$ cat config.mk
export PLATFORM = sky130hd
export DESIGN_NAME = melody_sequencer
export DESIGN_NICKNAME = d
export VERILOG_FILES = /design/src/rtl/melody_pkg.sv /design/src/rtl/melody_rom.sv /design/src/rtl/melody_sequencer.sv
export SDC_FILE = /design/constraint.sdc
export NUM_CORES = 1
export LEC_CHECK = 0
export BUFFER_PORTS_ARGS = -buffer_cell sky130_fd_sc_hd__buf_2
export CORE_ASPECT_RATIO = 0.75
export CORE_MARGIN = 2
export CORE_UTILIZATION = 65
export CTS_CLUSTER_DIAMETER = 100
export DETAILED_ROUTE_END_ITERATION = 10
export GPL_ROUTABILITY_DRIVEN = 0
export PLACE_DENSITY = 0.85
export SLEW_MARGIN = 0
export SYNTH_ARGS = -nofsm -noshare
export SYNTH_HDL_FRONTEND = slang
export SYNTH_HIERARCHICAL = 1
export SYNTH_SLANG_ARGS = --single-unit
$ cat constraint.sdc
create_clock -name clock -period 15.44 [get_ports clock]
set_input_delay 0.772 -clock clock [delete_from_list [all_inputs] [get_ports clock]]
set_output_delay 0.772 -clock clock [all_outputs]
set_load 0.005 [all_outputs]
$ cat src/rtl/melody_pkg.sv
// Shared types, note codes and the note-to-divider-limit mapping for the melody sequencer.
package melody_pkg;

   localparam int CODE_W  = 4;
   localparam int DUR_W   = 4;
   localparam int ENTRY_W = CODE_W + DUR_W;
   localparam int LIMIT_W = 28;
   localparam int MAX_LEN = 16;

   localparam logic [CODE_W-1:0] NOTE_REST = 4'd0;
   localparam logic [CODE_W-1:0] NOTE_C4   = 4'd1;
   localparam logic [CODE_W-1:0] NOTE_CS4  = 4'd2;
   localparam logic [CODE_W-1:0] NOTE_D4   = 4'd3;
   localparam logic [CODE_W-1:0] NOTE_DS4  = 4'd4;
   localparam logic [CODE_W-1:0] NOTE_E4   = 4'd5;
   localparam logic [CODE_W-1:0] NOTE_F4   = 4'd6;
   localparam logic [CODE_W-1:0] NOTE_FS4  = 4'd7;
   localparam logic [CODE_W-1:0] NOTE_G4   = 4'd8;
   localparam logic [CODE_W-1:0] NOTE_GS4  = 4'd9;
   localparam logic [CODE_W-1:0] NOTE_A4   = 4'd10;
   localparam logic [CODE_W-1:0] NOTE_AS4  = 4'd11;
   localparam logic [CODE_W-1:0] NOTE_B4   = 4'd12;

   typedef enum logic [1:0] {
      IDLE = 2'd0,
      PLAY = 2'd1,
      GAP  = 2'd2
   } state_t;

   typedef struct packed {
      logic [CODE_W-1:0] code;
      logic [DUR_W-1:0]  dur;
   } entry_t;

   // Entry i lives at bits [i*8 +: 8]; the first note is the rightmost byte.
   localparam logic [MAX_LEN*ENTRY_W-1:0] DEFAULT_SONG = {
      8'h00, 8'h00, 8'h12, 8'h31, 8'h31, 8'h51, 8'h51, 8'h61,
      8'h61, 8'h82, 8'hA1, 8'hA1, 8'h81, 8'h81, 8'h11, 8'h11
   };

   function automatic logic is_tone(input logic [CODE_W-1:0] code);
      return (code >= NOTE_C4) && (code <= NOTE_B4);
   endfunction

   // Equal-temperament pitches in micro-hertz so integer rounding stays exact.
   function automatic longint unsigned note_freq_uhz(input logic [CODE_W-1:0] code);
      case (code)
         NOTE_C4:  return 64'd261625565;
         NOTE_CS4: return 64'd277182631;
         NOTE_D4:  return 64'd293664768;
         NOTE_DS4: return 64'd311126984;
         NOTE_E4:  return 64'd329627557;
         NOTE_F4:  return 64'd349228231;
         NOTE_FS4: return 64'd369994423;
         NOTE_G4:  return 64'd391995436;
         NOTE_GS4: return 64'd415304698;
         NOTE_A4:  return 64'd440000000;
         NOTE_AS4: return 64'd466163762;
         NOTE_B4:  return 64'd493883301;
         default:  return 64'd0;
      endcase
   endfunction

   function automatic logic [LIMIT_W-1:0] note_limit(input logic [CODE_W-1:0] code,
                                                     input longint unsigned clk_hz);
      longint unsigned f_uhz;
      longint unsigned half;
      f_uhz = note_freq_uhz(code);
      if (f_uhz == 64'd0) return '0;
      half = (clk_hz * 64'd1000000 + f_uhz) / (64'd2 * f_uhz);
      return LIMIT_W'(half - 64'd1);
   endfunction

endpackage

$ cat src/rtl/melody_rom.sv
// Combinational 16-entry song table; contents come from a packed parameter.
module melody_rom
   import melody_pkg::*;
#(
   parameter logic [MAX_LEN*ENTRY_W-1:0] TABLE = DEFAULT_SONG
) (
   input  logic [3:0] index,
   output entry_t     entry
);

   assign entry = TABLE[{index, 3'b000} +: ENTRY_W];

endmodule

$ cat src/rtl/melody_sequencer.sv
// Steps through the song table, driving the divider limit and tone gate note by note,
// with optional inter-note gaps, looping and abort.
module melody_sequencer
   import melody_pkg::*;
#(
   parameter int unsigned CLK_HZ      = 100000000,
   parameter int unsigned BEAT_CYCLES = 25000000,
   parameter int unsigned GAP_CYCLES  = 1000000,
   parameter int unsigned SONG_LEN    = 16,
   parameter logic [MAX_LEN*ENTRY_W-1:0] SONG = DEFAULT_SONG
) (
   input  logic               clock,
   input  logic               reset_n,
   input  logic               start,
   input  logic               stop,
   input  logic               loop_en,
   output logic [LIMIT_W-1:0] limit,
   output logic               tone_en,
   output logic               busy,
   output logic [3:0]         note_index,
   output logic               done,
   output state_t             fsm_state
);

   localparam logic [31:0] BEAT_LOAD = 32'(BEAT_CYCLES);
   localparam logic [31:0] GAP_LOAD  = (GAP_CYCLES == 0) ? 32'd0 : 32'(GAP_CYCLES - 1);
   localparam logic [4:0]  LEN       = 5'(SONG_LEN);

   state_t             state;
   logic [31:0]        cnt;
   entry_t             first_entry;
   entry_t             next_entry;
   entry_t             load_entry;
   logic [4:0]         next_pos;
   logic               song_end;
   logic               advance;
   logic [LIMIT_W-1:0] load_limit;
   logic               load_tone;
   logic [31:0]        load_cnt;
   logic [LIMIT_W-1:0] limit_lut [16];

   // Limits are elaboration-time constants; no divider is built.
   for (genvar i = 0; i < 16; i++) begin : g_lut
      assign limit_lut[i] = note_limit(4'(i), 64'(CLK_HZ));
   end

   melody_rom #(.TABLE(SONG)) u_rom_first (
      .index (4'd0),
      .entry (first_entry)
   );

   melody_rom #(.TABLE(SONG)) u_rom_next (
      .index (next_pos[3:0]),
      .entry (next_entry)
   );

   always_comb begin
      next_pos   = {1'b0, note_index} + 5'd1;
      song_end   = (next_pos >= LEN) || (next_entry.dur == '0);
      advance    = ((state == GAP) && (cnt == '0)) ||
                   ((state == PLAY) && (cnt == '0) && (GAP_CYCLES == 0));
      // Idle start and a song wrap both load entry 0.
      load_entry = ((state == IDLE) || song_end) ? first_entry : next_entry;
      load_limit = limit_lut[load_entry.code];
      load_tone  = is_tone(load_entry.code);
      load_cnt   = 32'(load_entry.dur) * BEAT_LOAD - 32'd1;
   end

   always_ff @(posedge clock or negedge reset_n) begin
      if (!reset_n) begin
         state      <= IDLE;
         cnt        <= '0;
         limit      <= '0;
         tone_en    <= 1'b0;
         busy       <= 1'b0;
         note_index <= '0;
         done       <= 1'b0;
      end else begin
         done <= 1'b0;
         if (stop) begin
            state      <= IDLE;
            cnt        <= '0;
            tone_en    <= 1'b0;
            busy       <= 1'b0;
            note_index <= '0;
         end else begin
            case (state)
               IDLE: begin
                  if (start) begin
                     if (first_entry.dur == '0) begin
                        done <= 1'b1;
                     end else begin
                        state      <= PLAY;
                        busy       <= 1'b1;
                        note_index <= '0;
                        limit      <= load_limit;
                        tone_en    <= load_tone;
                        cnt        <= load_cnt;
                     end
                  end
               end
               PLAY, GAP: begin
                  if (advance) begin
                     if (song_end && !loop_en) begin
                        state      <= IDLE;
                        busy       <= 1'b0;
                        tone_en    <= 1'b0;
                        note_index <= '0;
                        done       <= 1'b1;
                     end else begin
                        state      <= PLAY;
                        note_index <= song_end ? 4'd0 : next_pos[3:0];
                        limit      <= load_limit;
                        tone_en    <= load_tone;
                        cnt        <= load_cnt;
                     end
                  end else if ((state == PLAY) && (cnt == '0)) begin
                     state   <= GAP;
                     tone_en <= 1'b0;
                     cnt     <= GAP_LOAD;
                  end else begin
                     cnt <= cnt - 32'd1;
                  end
               end
               default: state <= IDLE;
            endcase
         end
      end
   end

   assign fsm_state = state;

endmodule

==> results.md, run 1 <==
Setup path:
- For the worst setup path, the data required time is 15.72 ns.
- At the worst endpoint, the arrival time is 7.25 ns.
- The slowest stage of the critical path belongs to the cell or4_1.
- Traced cell by cell, the critical path runs through nand3_1 -> xnor2_1 -> and2b_1 -> o21ai_0 -> or4_1 -> nand2_2 -> mux2i_1 -> inv_1 -> ha_1 -> fa_1 -> ha_1 -> a211oi_1 -> o2111ai_1 -> and4b_1 -> a211oi_1 -> nor3b_1 -> nand3_1 -> o41ai_1 -> o21a_1.
- STA classifies the critical path startpoint as a register.
- The worst register-to-register path ends at cnt[29]$_DFFE_PN0P_.
- The launch point of the worst reg-to-reg path is note_index[2]$_DFFE_PN0P_.
- The critical path's top delay family is simple AND/OR/NAND/NOR gates.
- For the worst flop-to-flop path, the logic depth is 19.
- The critical setup path kind is register to register.
- Of all nets on the critical path, the largest fanout is 10.
- Setup slack on the worst reg-to-reg path comes out at 8.47 ns.
- STA classifies the critical path endpoint as a register.
- On the worst path, the slowest cell contributes a delay of 0.68 ns.
- Counting both buffers and inverters, the worst setup path holds a total of 1.

Final layout:
- The number of diodes is 0.
- The layout net count is 824.
- The number of fillers in the final layout is approximately 630.
- In the final layout, the multi-input gates occupy 0.00409 mm^2.
- The flip-flop and latch area is 0.00148 mm^2.
- The finished cells cover ~0.0063 mm^2.
- Compared with the post-synthesis result, the final layout area differs by 9.36%.
- In the final layout, the share of cells above drive strength 1 is 9.95%.

Global route:
- The via count of the first global-routing pass is approximately 5,400.
- The combined global-route utilization of all metal layers is 33.5%.
- Entering global routing, the biggest net connects 60 pins.
- The wire length of the first global-routing pass is 26,100 um.
- The number of antenna violations at the first check in global routing is 0.
- For this run, global-route usage on met3 was measured as under 10%.
- In the global route stage, met1 resource usage came out at 47.2%.
- For this run, global-route usage on met2 was measured as about half.
- The layer with the highest usage is met2.
- The total overflow reported by the global router is 0.

Run status:
- The flow ran to the end, but the final reports show violations.
- The final reports fail on DRC.

CTS:
- The insertion delay to the later sink of the worst-skew pair is 0.34 ns.
- In this run, CTS created clock tree buffers numbering 9.
- The clock tree buffer depth is 2.
- Gates resized during post-CTS repair numbered 0.
- For this design, the CTS-stage hold fixing added 0 buffers.
- The cell at the root of the clock tree is clkbuf_16.
- The number of sinks handled by clock tree synthesis is 59.
- The number of setup buffers added after CTS is 0.
- The H-tree generated during clock tree synthesis spans 3 levels.
- After clock tree synthesis, the clock-pin slew on the worst setup and hold paths is 0.05 ns.
- TritonCTS built the clock tree.

Place:
- The number of input and output port buffers inserted is 31.
- After detailed placement, the total cell area comes to 0.00602 mm^2.
- Detailed placement finished with a half-perimeter wire length of around 11,000 um.

Synth:
- The synthesized netlist occupies a cell area of about 0.0058 mm^2.
- The predominant post-synthesis flop cell is dfrtp_1.
- The average instance in the mapped netlist occupies 8.04 um^2.
- The number of flops mapped to enable cells by yosys is 0.
- Synthesis produced 720 cells.
- After synthesis, the share of flip-flops with an asynchronous set or reset is 100%.
- The sequential area share after synthesis is 25.5%.
- Synthesis instantiated 78 different standard cells from the library.
- dfrtp_1 takes more of the synthesized area than any other cell.
- The number of warnings printed during yosys synthesis is 6.
- The post-synthesis sequential element count is 59.
- The synthesized design devotes to its leading area cell type 25.5% of total area.
- Yosys attributes the largest share of cell area to dfrtp_1 (26%), ha_1 (11%), o21ai_0 (5.2%).

Floorplan:
- The number of placed I/O pins is 42.
- The standard cell core area is 0.00856 mm^2.
- The initial standard-cell utilization of the core is around two thirds.
- The placement row count is 29.
- From bottom edge to top edge, the die measures 85.7 um.
- The die is 113 um wide.
- The die covers just under 0.01 mm^2.

Power and ir drop:
- The worst-case IR drop observed on VDD is around 0.00011 V.
- The net switching power is roughly 530 uW.
- Dividing total power by cell area gives a power density of 178 mW/mm^2.
- Internal power comes to around 600 uW.
- Of the total power, the share spent switching nets is a little under half.
- In this run, the combinational gates consume 59.4% of the power.
- Of the total power, registers draw 21.7%.
- The clock network fraction of design power is 18.9%.
- In this run the static leakage power is 2.98 nW.

STA:
- The maximum operating frequency is 143 MHz.
- Dividing the final minimum period by the clock period gives 45.1%.
- Setup total negative slack on the finished layout was measured at 0 ns.
- The final hold violation count is 0.
- Headroom to the max-slew limit came out at 11.7%.
- The number of slew-limit violations in the final report is 0.
- Clock skew on the completed layout was measured at 0.00471 ns.
- The final critical delay including setup and external delays is 6.97 ns.
- Setup repair after global routing left no endpoint under its margin.
- The transition time at the pin with the least slew margin is 1.29 ns.
- The setup violation total in the final timing report is 0.

Routing:
- The via count is a little under 6,000.
- The detailed-route DRC error count is 5.
- After detailed routing, the total wire length is 15,900 um.
- Dividing the detail-routed via count by the number of cells gives 6.61.
- The count of TritonRoute iterations in the first routing pass is 10.
- After detailed routing, the average wire length per cell comes to roughly 18 um.
- Once detail routing completed, the nets flagged for antenna violations numbered 0.
- The DRC marker count from the first detailed-route iteration is approximately 800.

Hold path:
- The path class of the tightest hold or removal check is register to register.
- The critical hold path startpoint is limit[13]$_DFFE_PN0P_.
- The endpoint of the worst hold-timing path is limit[13]$_DFFE_PN0P_.
- Counting instances, the worst hold path has a depth of 2.

Run:
- Max-cap violations in this run came to 0.
[state kept, by name, indices dropped and copies added (netlist names)]
register	flops
fsm_state	2
busy	1
done	1
limit	18
note_index	4
cnt	32
tone_en	1
[kinds of logic after synthesis]
family,Yosys count,share of synthesized area (%)
AOI/OAI and AO/OA,216,24.0
xor gates and xnor gates,34,5.14
adders and majority gates,60,13.9
buffers and inverters,78,6.29
DFF,59,25.5
muxes,10,1.77
other,3,0.195
and+or+nand+nor,260,23.2
[layout by cell type (no fill, tap or decap), types with 14 or more instances in the layout]
cell type	count
nand2_1	77
o21ai_0	59
dfrtp_1	59
nor2_1	53
ha_1	53
a21oi_1	42
conb_1	38
inv_1	36
buf_2	31
xnor2_1	22
nand3_1	22
nor3_1	21
o21ai_1	17
nor4_1	14
[power groups by stage]
stage	registers (mW)	clock network (mW)	logic (mW)
global placement	0.242	0	0.611
floorplan	0.237	0	0.494
CTS	0.244	0.213	0.641
global route	0.251	0.221	0.727
detailed placement	0.245	0	0.632
finish	0.246	0.213	0.671
[layout make-up]
cell class | instances | area share, %
inverter | 36 | 2.13
sequential | 59 | 23.3
tap | 108 | 2.13
clock buffer | 11 | 3.68
multi-input combinational | 618 | 64.6
timing repair buffer | 35 | 2.93
clock inverter | 5 | 1.23
[layer usage]
layer,up-vias,part of all wire (%)
li1,2642,-
met1,2668,43
met2,402,44
met3,54,11
met4,0,2.7
met5,-,0
[cells in the mapped netlist (11+ instances only)]
library cell and instances:
buf_4 14, or3_1 11, clkbuf_1 17, nor2_1 53, ha_1 53, a21oi_1 42
nand2_1 77, xnor2_1 22, dfrtp_1 59, nand3_1 22, o21ai_1 17, nor4_1 14
xor2_1 12, o21ai_0 60, nor3_1 21, inv_1 36
[tightest hold or removal path, delay by kind of cell (launching register included)]
family	cells	cell delay, ns
AO/OA/AOI/OAI	1	0.06
AND/OR/NAND/NOR	1	0.04
flip-flops	1	0.33
[per-stage QoR]
| stage | hold WS (ns) | cells | utilization [%] | setup slack, ns | power, mW |
|---|---|---|---|---|---|
| 2_1_floorplan | 0.461 | 755 | - | 9.54 | 0.731 |
| 3_3_place_gp | 0.457 | 856 | 70.3 | 9.06 | 0.853 |
| 3_5_place_dp | 0.465 | 856 | 70.3 | 8.76 | 0.877 |
| 4_1_cts | 0.477 | 872 | 73.9 | 8.63 | 1.10 |
| 5_1_grt | 0.499 | 872 | 73.9 | 8.07 | 1.20 |
| 6_report | 0.476 | 872 | 73.9 | 8.47 | 1.13 |
[worst max-delay path by stage]
stage,endpoint,cells past startpoint,startpoint
2_1_floorplan,cnt[28]$_DFFE_PN0P_,21,note_index[0]$_DFFE_PN0P_
3_3_place_gp,cnt[28]$_DFFE_PN0P_,20,note_index[0]$_DFFE_PN0P_
3_5_place_dp,cnt[28]$_DFFE_PN0P_,19,note_index[2]$_DFFE_PN0P_
4_1_cts,cnt[29]$_DFFE_PN0P_,19,note_index[2]$_DFFE_PN0P_
5_1_grt,cnt[31]$_DFFE_PN0P_,19,note_index[2]$_DFFE_PN0P_
6_report,cnt[29]$_DFFE_PN0P_,19,note_index[2]$_DFFE_PN0P_
No activity file was read; power rests on OpenSTA's default activity.
==> run 2, diff against run 1 <==
--- a/config.mk
+++ b/config.mk
@@ -8,11 +8,11 @@
 export BUFFER_PORTS_ARGS = -buffer_cell sky130_fd_sc_hd__buf_2
 export CORE_ASPECT_RATIO = 0.75
 export CORE_MARGIN = 2
-export CORE_UTILIZATION = 65
+export CORE_UTILIZATION = 56
 export CTS_CLUSTER_DIAMETER = 100
 export DETAILED_ROUTE_END_ITERATION = 10
 export GPL_ROUTABILITY_DRIVEN = 0
-export PLACE_DENSITY = 0.85
+export PLACE_DENSITY = 0.78
 export SLEW_MARGIN = 0
 export SYNTH_ARGS = -nofsm -noshare
 export SYNTH_HDL_FRONTEND = slang
==> constraint.sdc (replaced) <==
create_clock -name clock -period 6 [get_ports clock]
set_input_delay 0.3 -clock clock [delete_from_list [all_inputs] [get_ports clock]]
set_output_delay 0.3 -clock clock [all_outputs]
set_load 0.005 [all_outputs]
==> run 2 against run 1 <==
Highest routed layer unchanged; clock power increased by 120%; combinational power grew to 2.7 times the previous value; die area increased by 15%; critical path type unchanged; sequential power grew to 2.6 times the previous value; critical path depth up 4; core utilization decreased by 9.8 points; worst setup slack worse by 8.4 ns; routed wire length down 2.0%; maximum frequency is 18% higher; largest power group unchanged; count of clock-buffer cells in the layout rose by 2; the flow now finishes without violations; cell area is 3.0% higher.
==> results.md, run 2 (synthesized netlist as in run 1, its figures left out) <==
Final layout:
- Counting flops per register, the top entry is cnt.
- The layout net count is 839 (+1.8%).
- The number of fillers in the final layout is 867 (+37%).
- The area overhead of the layout relative to synthesis is 12.7%.
- The largest registers in the layout are cnt: 32 flops, limit: 18 flops, note_index: 4 flops.
- The fraction of layout cells with a size suffix above 1 is 13.6% (+3.7 points).
- The number of flip-flops in the largest register is 32 (unchanged).
- The number of diodes is 0 (unchanged).
- The fraction of the core area covered by cells at the end of the flow is 64.1% (-9.8 points).
- The area of all placed cells without fillers is 0.00652 mm^2 (+3.0%).
- Leaving out fill and tap cells, the most frequent cell in the layout is nand2_1.
- The top cell types in the final layout, fill and taps aside, are nand2_1 (77), dfrtp_1 (58), o21ai_0 (56), nor2_1 (53), ha_1 (53).

CTS:
- The depth of the CTS H-tree came to 3 (unchanged).
- The number of sinks handled by clock tree synthesis is 59 (unchanged).
- The clock tree buffer depth came to 2 (unchanged).
- The cell at the root of the clock tree is clkbuf_16.
- The CTS buffer count is 9 (unchanged).
- The clock-pin slew on the worst setup and hold paths was 0.05 ns (about the same).
- The post-cts hold buffer count is 0 (unchanged).
- The insertion delay to the later sink of the worst-skew pair is 0.33 ns (about the same).
- TritonCTS built the clock tree.

Power and ir drop:
- The net switching power is 1.39 mW (+160%).
- The share of total power in combinational logic is 62.1% (+2.7 points).
- The clock network fraction of design power is 16.4% (-2.5 points).
- The ratio of total power to cell area was 449 mW/mm^2 (+150%).
- The leakage dissipation was 3.06 nW (+2.7%).
- The peak ir drop on the vdd network is 0.000245 V (+130%).
- The cell-internal power is 1.54 mW (+160%).
- The relative contribution of sequential cells to total power is 21.5% (-0.2 points).
- The power after layout was 2.93 mW (+160%).
- The fraction of power spent switching nets is 47.4% (+0.25 points).

Routing:
- The total wire length is 15,600 um (-2.0%).
- The detailed-routed wire length on met3 is 1210 um (-28%).
- The via count is 5,670 (-1.7%).
- The met2 wire length is 7090 um (+1.9%).
- The count of TritonRoute iterations in the first routing pass is 5 (-5).
- The number of nets with antenna violations after detailed routing is 0 (unchanged).
- The via density per instance came to 6.20 (-6.2%).
- The routed length on met1 was 6940 um (+2.0%).
- The DRC marker count from the first detailed-route iteration is 585 (-28%).
- The topmost layer with routed signal wires is met4.
- The detailed-route DRC error count is 0 (-5).
- The average wire length per cell after detail routing is 17.0 um (-6.5%).

Run status:
- The run finished with clean final reports.

Setup path:
- The startpoint kind of the worst setup timing path is a register.
- The critical setup path kind is register to register.
- The capturing element type of the critical path is a register.
- The arrival time at the worst endpoint is 6.14 ns (-1.11 ns).
- The count of buffering cells on the critical path with inverters included came to 4 (+3).
- The maximum fanout along the worst path is 6 (-4).
- The most repeated library cell on the critical path is ha_1.
- The signal on the critical path passes through ha_1 -> inv_1 -> ha_1 -> and2b_1 -> o21ai_1 -> or4_4 -> nand2_2 -> mux2i_2 -> buf_4 -> inv_1 -> ha_1 -> ha_1 -> ha_1 -> inv_1 -> fa_1 -> nor2b_2 -> o31a_1 -> or3_4 -> a211oi_2 -> nor3b_4 -> nand3_2 -> or4_1 -> nand3_1.
- The kind of cell with the highest combined delay along the critical path is simple AND/OR/NAND/NOR gates.
- Among all stages on the critical path, the largest delay is contributed by or4_4.
- The stage delay of the slowest cell on the critical path was 0.56 ns (-0.12 ns).
- The critical path required time is 6.26 ns (-9.46 ns).

STA:
- The final critical delay including setup and external delays came to 5.88 ns (-1.09 ns).
- The sum of negative setup slack was 0 ns (unchanged).
- The setup violation total in the final timing report came to 0 (unchanged).
- The clock skew is 0.0102 ns (+0.00549 ns).
- The post-route fraction of the period consumed by the critical path is 98.0% (+53 points).
- The transition time at the pin with the least slew margin is 1.07 ns (-0.214 ns).
- The final worst setup slack is 0.117 ns (-8.35 ns).
- The max-slew headroom at the worst pin is 28.5% (+17 points).
- The maximum operating frequency is 170 MHz (+18%).
- The number of slew-limit violations in the final report came to 0 (unchanged).
- The final hold violation count is 0 (unchanged).

Global route:
- The pin count of the biggest net entering global routing was 60 (unchanged).
- The combined global-route utilization of all metal layers was 27.9% (-5.6 points).
- The number of antenna violations at the first check in global routing is 0 (unchanged).
- The total overflow reported by the global router is 0 (unchanged).
- The via count of the first global-routing pass is 5,199 (-3.0%).
- The wire length of the first global-routing pass is 25,200 um (-3.3%).

Floorplan:
- The initial standard-cell utilization of the core came to 56.9% (-11 points).
- The chip width is 121 um (+7.5%).
- The height of the die is 92.0 um (+7.4%).
- The floorplan die area was 0.0112 mm^2 (+15%).
- The placement row count is 32 (+10%).
- The number of placed I/O pins is 42 (unchanged).
- The standard cell core area is 0.0102 mm^2 (+19%).

Hold path:
- The class of the tightest hold or removal check is primary input to asynchronous set/reset pin.

Place:
- The HPWL after detailed placement is 11,200 um (-2.2%).
- The area of placed instances is 0.00614 mm^2 (+2.1%).
- The number of input and output port buffers inserted is 31 (unchanged).
- The worst setup slack before clock tree synthesis is -0.194 ns (-8.95 ns).

Run:
- The number of max-cap violations was 0 (unchanged).
[run 2: worst paths after layout]
| kind | startpoint | to | slack [ns] | depth (start not counted) |
|---|---|---|---|---|
| min in group clock | stop | fsm_state[1]$_DFFE_PN0P_ | 0.29 | 2 |
| max in group asynchronous | reset_n | cnt[21]$_DFFE_PN0P_ | 5.36 | 2 |
| setup / recovery | note_index[0]$_DFFE_PN0P_ | cnt[28]$_DFFE_PN0P_ | 0.12 | 23 |
| hold reg to reg | limit[6]$_DFFE_PN0P_ | limit[6]$_DFFE_PN0P_ | 0.47 | 2 |
| setup reg to reg | note_index[0]$_DFFE_PN0P_ | cnt[28]$_DFFE_PN0P_ | 0.12 | 23 |
| hold / removal | reset_n | limit[7]$_DFFE_PN0P_ | 0.10 | 2 |
[run 2: timing repair]
action                     4_1_cts  5_1_grt
setup endpoints to repair        6       10
pin swaps                        0        5
gates cloned                     0        0
setup buffers                    0        3
gates resized for setup          2       17
[run 2: final cells by class]
cell class / instances / area [um^2] / share of cell area [%]
sequential: 59 / 1480 / 22.7
timing repair buffer: 50 / 298 / 4.57
clock inverter: 2 / 10.0 / 0.153
inverter: 36 / 135 / 2.07
tap: 136 / 170 / 2.61
multi-input combinational: 618 / 4160 / 63.8
clock buffer: 13 / 270 / 4.14
[run 2: power groups by stage]
stage	clock network (mW)	registers (mW)	logic (mW)
4_1_cts	0.483	0.625	1.66
3_5_place_dp	0	0.629	1.64
3_3_place_gp	0	0.623	1.60
6_report	0.479	0.629	1.82
5_1_grt	0.503	0.643	1.97
2_1_floorplan	0	0.610	1.27
[run 2: routing by layer]
metal	vias to the layer above	track usage (%)
met1	2711	38.9
met3	37	6.09
met5	-	0
li1	2669	-
met4	0	7.57
met2	253	43.7
[run 2: metrics by stage]
step / hold slack, ns / instances
2_1_floorplan: 0.00441 / 755
3_3_place_gp: 0.456 / 896
3_5_place_dp: 0.466 / 896
4_1_cts: 0.160 / 911
5_1_grt: 0.201 / 914
6_report: 0.104 / 914
==> run 3, diff against run 2 <==
--- a/config.mk
+++ b/config.mk
@@ -8,12 +8,11 @@
 export BUFFER_PORTS_ARGS = -buffer_cell sky130_fd_sc_hd__buf_2
 export CORE_ASPECT_RATIO = 0.75
 export CORE_MARGIN = 2
-export CORE_UTILIZATION = 56
+export CORE_UTILIZATION = 45
 export CTS_CLUSTER_DIAMETER = 100
 export DETAILED_ROUTE_END_ITERATION = 10
 export GPL_ROUTABILITY_DRIVEN = 0
-export PLACE_DENSITY = 0.78
-export SLEW_MARGIN = 0
+export SLEW_MARGIN = 20
 export SYNTH_ARGS = -nofsm -noshare
 export SYNTH_HDL_FRONTEND = slang
 export SYNTH_HIERARCHICAL = 1
==> run 3 against run 2 <==
Flip-flop and latch count unchanged; worst hold slack better by 0.015 ns; clock skew down 0.0014 ns; die area up 23%; largest power group unchanged.
==> results.md, run 3 (synthesized netlist as in run 1, its figures left out) <==
Routing:
- The via density per instance is 5.90 (-4.9%).
- The total wire length is 16,500 um (+6.2%).
- The DRC marker count from the first detailed-route iteration is 491 (-16%).
- The number of nets with antenna violations after detailed routing came to 0 (unchanged).
- The average wire length per cell after detail routing is 17.4 um (+2.3%).
- The count of TritonRoute iterations in the first routing pass was 5 (unchanged).
- The via count is 5,596 (-1.3%).
- The detailed-route DRC error count came to 0 (unchanged).

Setup path:
- The critical path required time is 6.27 ns (about the same).
- The critical path starts at note_index[1]$_DFFE_PN0P_.
- On the critical path, the stage with the largest delay is an instance of or4_4.
- Traced cell by cell, the critical path runs through ha_1 -> inv_1 -> ha_1 -> and2b_1 -> o21ai_1 -> or4_4 -> nand2_2 -> mux2i_2 -> buf_4 -> inv_1 -> ha_1 -> ha_1 -> ha_1 -> inv_1 -> fa_1 -> nor2b_2 -> o31a_1 -> or3_4 -> a211oi_2 -> nor3b_4 -> nand3_2 -> or4_1 -> nand3_1.
- In this run the critical register-to-register path is launched from note_index[1]$_DFFE_PN0P_.
- The stage delay of the slowest cell on the critical path is 0.54 ns (-0.02 ns).
- The internal reg-to-reg setup slack is 0.34 ns (+0.22 ns).
- The maximum fanout along the worst path is 5 (-1).
- Counting stages on the worst path, the most repeated cell is ha_1.
- The capturing element type of the critical path is a register.
- The capturing element of the worst setup path is cnt[28]$_DFFE_PN0P_.
- The worst setup path is of the register to register kind.
- The number of cell instances on the worst register-to-register path came to 23 (unchanged).
- STA classifies the critical path startpoint as a register.
- The arrival time at the worst endpoint is 5.94 ns (-0.20 ns).
- The endpoint identified for the worst register-to-register timing path is cnt[28]$_DFFE_PN0P_.

Floorplan:
- The initial standard-cell utilization of the core is 46.5% (-10 points).
- The placement row count came to 35 (+9.4%).
- The height of the die came to 102 um (+11%).
- The floorplan die area is 0.0138 mm^2 (+23%).
- The number of placed I/O pins is 42 (unchanged).
- The chip width is 135 um (+11%).
- The standard cell core area is 0.0124 mm^2 (+22%).

CTS:
- The CTS buffer count is 9 (unchanged).
- The post-cts hold buffer count is 0 (unchanged).
- The clock tree buffer depth was 2 (unchanged).
- The number of sinks handled by clock tree synthesis was 59 (unchanged).
- The TritonCTS clock tree is done.
- The cell at the root of the clock tree is clkbuf_16.
- The clock-pin slew on the worst setup and hold paths is 0.06 ns (about the same).
- The insertion delay to the later sink of the worst-skew pair is 0.34 ns (about the same).
- The depth of the CTS H-tree is 3 (unchanged).

Global route:
- The combined global-route utilization of all metal layers is 24.8% (-3.1 points).
- The pin count of the biggest net entering global routing is 60 (unchanged).
- The number of antenna violations at the first check in global routing came to 0 (unchanged).
- The total overflow reported by the global router is 0 (unchanged).
- The wire length of the first global-routing pass was 26,800 um (+6.1%).
- The via count of the first global-routing pass is 5,112 (-1.7%).

STA:
- The sum of negative setup slack is 0 ns (unchanged).
- The clock skew is 0.00885 ns (-0.00135 ns).
- The setup violation total in the final timing report was 0 (unchanged).
- The number of slew-limit violations in the final report came to 0 (unchanged).
- The post-route fraction of the period consumed by the critical path came to 94.4% (-3.7 points).
- The max-slew headroom at the worst pin came to 25.1% (-3.4 points).
- The final worst setup slack is 0.338 ns (+0.220 ns).
- The final hold violation count is 0 (unchanged).
- Setup repair after global routing left no endpoint under its margin.
- The final critical delay including setup and external delays is 5.66 ns (-0.220 ns).
- The transition time at the pin with the least slew margin came to 1.12 ns (+0.0439 ns).
- The maximum operating frequency is 177 MHz (+3.9%).

Place:
- The number of input and output port buffers inserted is 31 (unchanged).
- The HPWL after detailed placement is 12,300 um (+10%).
- The worst setup slack before clock tree synthesis is -0.0538 ns (+0.140 ns).

Final layout:
- The register with the most flip-flops in the final layout is cnt.
- The commonest non-fill, non-tap cell in the layout is nand2_1.
- The fraction of layout cells with a size suffix above 1 is 14.0% (+0.42 points).
- The fraction of the core area covered by cells at the end of the flow was 53.3% (-11 points).
- The largest registers in the layout are cnt: 32 flops, limit: 18 flops, note_index: 4 flops.
- The layout net count is 843 (+0.48%).
- The number of flip-flops in the largest register was 32 (unchanged).
- Relative to the synthesized area, the layout overhead comes to 14.5%.
- The number of fillers in the final layout is 1,189 (+37%).
- The number of diodes came to 0 (unchanged).
- In the layout the commonest cells are nand2_1 (77), dfrtp_1 (59), o21ai_0 (56), nor2_1 (53), ha_1 (53).

Power and ir drop:
- The share of total power in combinational logic is 61.5% (-0.6 points).
- The cell-internal power came to 1.59 mW (+3.4%).
- The ratio of total power to cell area was 461 mW/mm^2 (+2.7%).
- The net switching power is 1.46 mW (+5.3%).
- The clock network fraction of design power is 17.8% (+1.4 points).
- The fraction of power spent switching nets is 47.8% (+0.45 points).
- The relative contribution of sequential cells to total power is 20.7% (-0.8 points).
- The peak ir drop on the vdd network is 0.000221 V (-9.6%).
- The leakage dissipation is 3.09 nW (+1.0%).

Hold path:
- The tightest min-delay check is of the primary input to asynchronous set/reset pin type.

Run:
- The number of max-cap violations is 0 (unchanged).

Run status:
- The flow ran to the end, and the final reports show no timing, DRC or antenna violations.
run 3: changes by cell type in the layout (fill, tap and decap cells not counted), sizes merged:
cell      delta
clkbuf       -2
inv          +1
bufinv       +1
buf          +4
clkinvlp     +1
run 3: final cells by class:
type | count | area (um^2) | share of cell area [%]
Clock inverter | 5 | 60.1 | 0.906
Clock buffer | 11 | 253 | 3.81
Timing Repair Buffer | 54 | 328 | 4.95
Multi-Input combinational cell | 618 | 4170 | 62.9
Inverter | 36 | 135 | 2.04
Sequential cell | 59 | 1480 | 22.3
Tap cell | 166 | 208 | 3.13
run 3: routing by layer:
layer,part of all wire (%),GRT usage (%),up-vias
li1,-,-,2680
met1,50,38.4,2669
met2,41,34.8,226
met3,7.8,4.96,21
met4,1.2,6.73,0
met5,0,0,-
run 3: per-stage QoR:
| step | cell area [um^2] | std cells | power (mW) | hold slack [ns] |
|---|---|---|---|---|
| 6_report | 6630 | 949 | 3.05 | 0.119 |
| 5_1_grt | 6630 | 949 | 3.28 | 0.193 |
| 4_1_cts | 6540 | 947 | 2.89 | 0.166 |
| 3_5_place_dp | 6220 | 931 | 2.32 | 0.460 |
| 3_3_place_gp | 6220 | 931 | 2.30 | 0.458 |
| 2_1_floorplan | 5920 | 755 | 1.88 | 0.00441 |
run 3: worst min path at each step:
stage                                from  cells after the start                   endpoint  slack (ns)
CTS                               reset_n                      2      limit[10]$_DFFE_PN0P_        0.17
floorplan                         reset_n                      0           busy$_DFFE_PN0P_       0.004
global placement    limit[15]$_DFFE_PN0P_                      2      limit[15]$_DFFE_PN0P_        0.46
global route                      reset_n                      2  note_index[1]$_DFFE_PN0P_        0.19
detailed placement  limit[16]$_DFFE_PN0P_                      2      limit[16]$_DFFE_PN0P_        0.46
finish                            reset_n                      2  note_index[1]$_DFFE_PN0P_        0.12
run 3: timing repair:
action                                  in CTS  in global routing
pin swaps                                    0                  6
resized for setup                            1                 17
endpoints found under the setup margin       3                 10
buffers inserted                             0                  2
run 3: critical path, delay by kind of cell (launching register included):
family                   cells  cell delay, ns
AO/OA/AOI/OAI                3            0.70
adder cells (fa/ha/maj)      6            1.60
flip-flops                   1            0.38
buffers and inverters        4            0.39
multiplexers                 1            0.24
AND/OR/NAND/NOR              9            2.28
run 3: power by group through the flow:
stage	clock network (mW)	registers, mW	logic [mW]
after global placement	0	0.627	1.68
final	0.544	0.631	1.88
after global routing	0.574	0.647	2.06
after detailed placement	0	0.632	1.69
after CTS	0.554	0.629	1.71
after floorplan	0	0.610	1.27
